<file path="src/rtl/i2d_core_defines.sv">
// rtl/i2d_core_defines.sv - shared core definitions: instruction encoding and fetch FSM states
//
// Purpose: types and constants shared between the fetch stage and decode.
// Ports:   none (package).

package i2d_core_defines;

  // Major opcode lives in the top six bits of every instruction word.
  localparam logic [5:0] OPCODE_NOP = 6'h2A;

  typedef struct packed {
    logic [5:0]  opcode;
    logic [25:0] operand;
  } instr_t;

  // Fetch FSM state encoding.
  typedef enum logic [1:0] {
    IF_IDLE,
    IF_REQ,
    IF_WAIT,
    IF_DISCARD
  } if_state_t;

endpackage

</file>
<file path="src/rtl/core_if.sv">
// rtl/core_if.sv - instruction fetch stage with one-entry output slot and flush handling
//
// Purpose: fetches sequential instruction words over a single-cycle-ack instruction
//          bus and presents them to decode through a one-entry slot.
// Ports:   clk, rst (sync, active-high)
//          id_halt            - decode stall, slot not consumed
//          flush, branch_pc   - redirect fetch to branch_pc
//          ibus_req/addr      - instruction-bus request (word aligned)
//          ibus_ack/rdata     - accept strobe with same-cycle read data
//          if_pc/if_instr     - presented instruction and its address
//          if_busy            - 0 when the slot is valid and consumed this cycle

import i2d_core_defines::*;

module core_if #(
  parameter logic [31:0] RESET_PC = 32'h0000_0000
) (
  input  logic        clk,
  input  logic        rst,
  input  logic        id_halt,
  input  logic        flush,
  input  logic [31:0] branch_pc,
  output logic        ibus_req,
  output logic [31:0] ibus_addr,
  input  logic        ibus_ack,
  input  logic [31:0] ibus_rdata,
  output logic [31:0] if_pc,
  output logic [31:0] if_instr,
  output logic        if_busy
);

  if_state_t   state_q, state_d;
  logic [31:0] fpc_q, fpc_d;
  logic [31:0] dpc_q, dpc_d;     // address still on the bus while discarding
  logic [31:0] pc_q, pc_d;
  instr_t      instr_q, instr_d;
  logic        ov_q, ov_d;

  logic consume;
  logic slot_free;

  assign consume   = ov_q & ~id_halt;
  assign slot_free = ~ov_q | consume;

  always_comb begin
    state_d = state_q;
    fpc_d   = fpc_q;
    dpc_d   = dpc_q;
    pc_d    = pc_q;
    instr_d = instr_q;
    ov_d    = ov_q;

    if (consume) begin
      ov_d = 1'b0;
    end

    if (flush) begin
      ov_d  = 1'b0;
      fpc_d = {branch_pc[31:2], 2'b00};
      case (state_q)
        // An unacked request must stay on the bus; remember its address.
        IF_REQ: begin
          if (!ibus_ack) begin
            state_d = IF_DISCARD;
            dpc_d   = fpc_q;
          end else begin
            state_d = IF_REQ;
          end
        end
        IF_DISCARD: state_d = ibus_ack ? IF_REQ : IF_DISCARD;
        default:    state_d = IF_REQ;
      endcase
    end else begin
      case (state_q)
        IF_IDLE: state_d = IF_REQ;
        IF_REQ: begin
          // A held, full slot cannot take the returning word: back off
          // and refetch the same address once decode drains the slot.
          if (!slot_free) begin
            state_d = IF_WAIT;
          end else if (ibus_ack) begin
            pc_d    = fpc_q;
            instr_d = instr_t'(ibus_rdata);
            ov_d    = 1'b1;
            fpc_d   = fpc_q + 32'd4;
          end
        end
        IF_WAIT: begin
          if (consume) begin
            state_d = IF_REQ;
          end
        end
        IF_DISCARD: begin
          if (ibus_ack) begin
            state_d = IF_REQ;
          end
        end
        default: state_d = IF_IDLE;
      endcase
    end
  end

  always_ff @(posedge clk) begin
    if (rst) begin
      state_q <= IF_IDLE;
      fpc_q   <= {RESET_PC[31:2], 2'b00};
      dpc_q   <= {RESET_PC[31:2], 2'b00};
      pc_q    <= RESET_PC;
      instr_q <= '{opcode: OPCODE_NOP, operand: 26'b0};
      ov_q    <= 1'b0;
    end else begin
      state_q <= state_d;
      fpc_q   <= fpc_d;
      dpc_q   <= dpc_d;
      pc_q    <= pc_d;
      instr_q <= instr_d;
      ov_q    <= ov_d;
    end
  end

  assign ibus_req  = (state_q == IF_REQ) || (state_q == IF_DISCARD);
  assign ibus_addr = (state_q == IF_DISCARD) ? dpc_q : fpc_q;
  assign if_pc     = pc_q;
  assign if_instr  = instr_q;
  assign if_busy   = ~ov_q | id_halt;

endmodule

</file>
<file path="config.mk">
export PLATFORM = sky130hd
export DESIGN_NAME = core_if
export DESIGN_NICKNAME = d
export VERILOG_FILES = /design/src/rtl/i2d_core_defines.sv /design/src/rtl/core_if.sv
export SDC_FILE = /design/constraint.sdc
export NUM_CORES = 1
export LEC_CHECK = 0
export CORE_MARGIN = 4
export CORE_UTILIZATION = 43
export CTS_CLUSTER_DIAMETER = 80
export CTS_CLUSTER_SIZE = 40
export DETAILED_ROUTE_END_ITERATION = 16
export GPL_ROUTABILITY_DRIVEN = 0
export PLACE_DENSITY = 0.88
export RECOVER_POWER = 50
export SLEW_MARGIN = 30
export SYNTH_ARGS = -nofsm -noshare
export SYNTH_HDL_FRONTEND = slang
export SYNTH_SLANG_ARGS = --single-unit
</file>
<file path="constraint.sdc">
create_clock -name clk -period 1.9 [get_ports clk]
set_input_delay 0.19 -clock clk [delete_from_list [all_inputs] [get_ports clk]]
set_output_delay 0.19 -clock clk [all_outputs]
set_load 0.1 [all_outputs]
</file>
==> impl_metrics.ini <==
[floorplan]
initial_util_pct = 43.77
core.rowCount = 41
top_ports = 167
core_area_um2 = 12570
die_w_um = 121.1
die_span_y_um = 121.1
design.die.area_um2 = 14670

[clock_network]
latest_clock_arrival_within_the_worst_skew_pair_ns = 0.41
clkSinkCount = 125
cts-root-buf = sky130_fd_sc_hd__clkbuf_16
tritoncts = built
clock_pin_slew_reported_for_the_worst_setup_and_hold_paths_after_clock_tree_synthesis_ns = 0.06
numCtsBuffers = 17
cts-hold-fix-buffers = 0
cts-root-to-sink-buffers = 2
post_cts.repair.setup_buffers = 0
ctsHtreeMaxLevel = 4

[synthesis]
postSynthCellCount = 685
async_s_r_ff_share_synth_pct = 0
yosysUniqueCellTypes = 45
synth_enable_flop_cells = 0
ys_ff_latch = 125
netlist_area_um2 = 5502
yosysWarningCount = 0
syn-mean-instance-area_um2 = 8.031
synth.yosys.seq_area_share_pct = 45.49
synth_top_flop_cell = sky130_fd_sc_hd__dfxtp_1

[sta]
finalHoldViolations = 0
totalNegativeSetupSlack_ns = 0
finalCritPeriodShare_pct = 97.17
slew_headroom_pct = 62.25
slew_viol_final = 0
time_the_worst_path_needs_with_i_o_delays_and_setup_ns = 1.846
final-setup-viol-count = 0
timing.clock.skew_ns = 0.007022
timing_worst_slew_pin_value_ns = 0.5687
fmax_ghz = 0.5417

[grt]
antenna_found_initial = 1
number_of_global_route_vias_before_repair = 5226
pin_count_of_the_biggest_net_entering_global_routing = 83
total_global_routing_track_utilization_pct = 22.00
grt_first_pass_wirelength_um = 25690
grt_remaining_overflow = 0

[critical_path]
cp-start-kind = flip-flop
worst-endpoint-required_ns = 1.71
cp.arrival_ns = 1.66
r2r_start = fpc_q[6]
end_kind = primary output
reg2reg_depth = 5
timing_worst_setup_path_type = reg2out
timing.critical_path.from = state_q[1]
crit_fanout = 16

[min_path]
holdCritStartpoint = rst
holdCritPathClass = in2reg
whs_path_depth = 2

[finish]
finish.net_count = 924
syn2layout_area_growth_pct = 47.92
nFillCells = 1018
layout_commonest_cell = sky130_fd_sc_hd__nand2_1
layout_common_cells = sky130_fd_sc_hd__nand2_1 (207), sky130_fd_sc_hd__dfxtp_1 (122), sky130_fd_sc_hd__a21oi_1 (95)
layout-drive-gt1-share_pct = 26.87

[route]
totalWireLength_um = 16070
drt-pass1-iter-count = 4
drt_iter0_markers = 394
route.detailed.vias_per_inst = 5.226
postRouteAntennaNets = 0
routed-via-count = 5435
avgRoutedWirePerCell_um = 15.45
detail_route.drc_violations = 0

[placement]
port_buffers = 160
detailedPlacementHpwl_um = 11260

[power]
switching_share_pct = 31.26
pwr-share-clk_pct = 40.7
p_leak_nw = 3.087
seq_power_share_pct = 37.8
power-per-cell-area_nw_per_um2 = 909.7
internal_power_mw = 5.089
switching_power_mw = 2.314
power.combinational.fraction_pct = 21.5
design_power_total_mw = 7.403
worst_ir_drop_vdd_mv = 0.7766

[run]
maxCapViolCount = 0

[run_status]
run_status = complete, no violations
## repair_timing
item                                    in CTS  in global routing
gates resized for setup                      3                 12
pin swaps                                    0                  1
hold endpoints to repair                     0                  0
endpoints found under the setup margin      14                 35
## worst paths after layout
kind	to	slack [ns]
hold / removal	if_pc[19]	0.27
setup / recovery	ibus_addr[21]	0.05
setup reg to reg	fpc_q[28]	0.11
hold reg to reg	if_instr[1]	0.45
## cell usage after synthesis (3+ instances only)
| cell | n | area share (%) |
|---|---|---|
| sky130_fd_sc_hd__buf_2 | 5 | 0.45 |
| sky130_fd_sc_hd__nor3_1 | 10 | 0.91 |
| sky130_fd_sc_hd__a21oi_1 | 95 | 8.6 |
| sky130_fd_sc_hd__buf_4 | 4 | 0.55 |
| sky130_fd_sc_hd__and3_1 | 5 | 0.57 |
| sky130_fd_sc_hd__mux2_2 | 30 | 6.1 |
| sky130_fd_sc_hd__nand3_1 | 4 | 0.36 |
| sky130_fd_sc_hd__o21ai_0 | 4 | 0.36 |
| sky130_fd_sc_hd__nor4_1 | 7 | 0.80 |
| sky130_fd_sc_hd__nand4_1 | 12 | 1.4 |
| sky130_fd_sc_hd__or3_1 | 3 | 0.34 |
| sky130_fd_sc_hd__dfxtp_1 | 125 | 45 |
| sky130_fd_sc_hd__xnor2_1 | 20 | 3.2 |
| sky130_fd_sc_hd__nand2_1 | 208 | 14 |
| sky130_fd_sc_hd__xor2_1 | 4 | 0.64 |
| sky130_fd_sc_hd__nor2_1 | 33 | 2.3 |
| sky130_fd_sc_hd__nand3b_1 | 6 | 0.82 |
| sky130_fd_sc_hd__a211oi_1 | 19 | 2.6 |
| sky130_fd_sc_hd__a311oi_1 | 5 | 0.80 |
| sky130_fd_sc_hd__clkbuf_1 | 52 | 3.5 |
## routing by layer
metal  GRT usage [%]  wire (um)
met1           26.51       6636
met3           6.340       1094
met5               0          0
met2           36.26       7840
met4           10.06        498
## power by group through the flow
stage          clock [mW]  sequential [mW]  combinational (mW)
3_5_place_dp            0             2.85                1.61
5_1_grt              3.20             2.81                1.66
6_report             3.01             2.80                1.59
3_3_place_gp            0             2.85                1.60
4_1_cts              3.06             2.80                1.62
2_1_floorplan           0             3.10               0.765
## sequential cells by signal, indices dropped and copies added (netlist names)
signal / count
if_instr: 32
dpc_q: 30
fpc_q: 30
if_pc: 30
state_q: 2
ov_q: 1
## cell families (layout without fill, tap and decap cells)
| kind of cell | Yosys count | after routing | synth area share, % |
|---|---|---|---|
| DFF | 125 | 125 | 45.49 |
| muxes | 30 | 30 | 6.140 |
| buffers and inverters | 65 | 244 | 4.844 |
| and+or+nand+nor | 307 | 307 | 25.54 |
| xor gates and xnor gates | 24 | 24 | 3.821 |
| other | 1 | 5 | 0.06816 |
| AOI/OAI and AO/OA | 132 | 132 | 13.87 |
| adders and majority gates | 1 | 1 | 0.2274 |
## cell type report
cell class	instances	area, um2	share of cell area [%]
diodes	1	2.502	0.03075
clock buffers	18	439.2	5.397
clock inverters	14	121.4	1.491
inverters	2	7.507	0.09225
multi-input cells	498	2818	34.62
flip-flops and latches	125	2506	30.80
well taps	172	215.2	2.645
repair buffers	210	2028	24.92
## through the flow
| stage | setup slack, ns | hold slack, ns | instance area [um2] | utilization [%] | std cells |
|---|---|---|---|---|---|
| after CTS | 0.03021 | 0.2383 | 8295 | 66.00 | 1039 |
| after detailed placement | 0.01067 | 0.4439 | 7725 | 61.46 | 1007 |
| final | 0.05381 | 0.2656 | 8138 | 64.75 | 1040 |
| after floorplan | 0.05885 | 0.3144 | 5527 | - | 688 |
| after global routing | -0.00002265 | 0.2617 | 8138 | 64.75 | 1040 |
| after global placement | 0.07117 | 0.4388 | 7725 | 61.46 | 1007 |
## worst max-delay path: stages, from the launching register on
cell                      delay [ns]
sky130_fd_sc_hd__dfxtp_1        0.36
sky130_fd_sc_hd__nand2_2        0.14
sky130_fd_sc_hd__buf_12         0.18
sky130_fd_sc_hd__mux2_2         0.38
sky130_fd_sc_hd__buf_12         0.17
(Power assumes the default switching activity.)
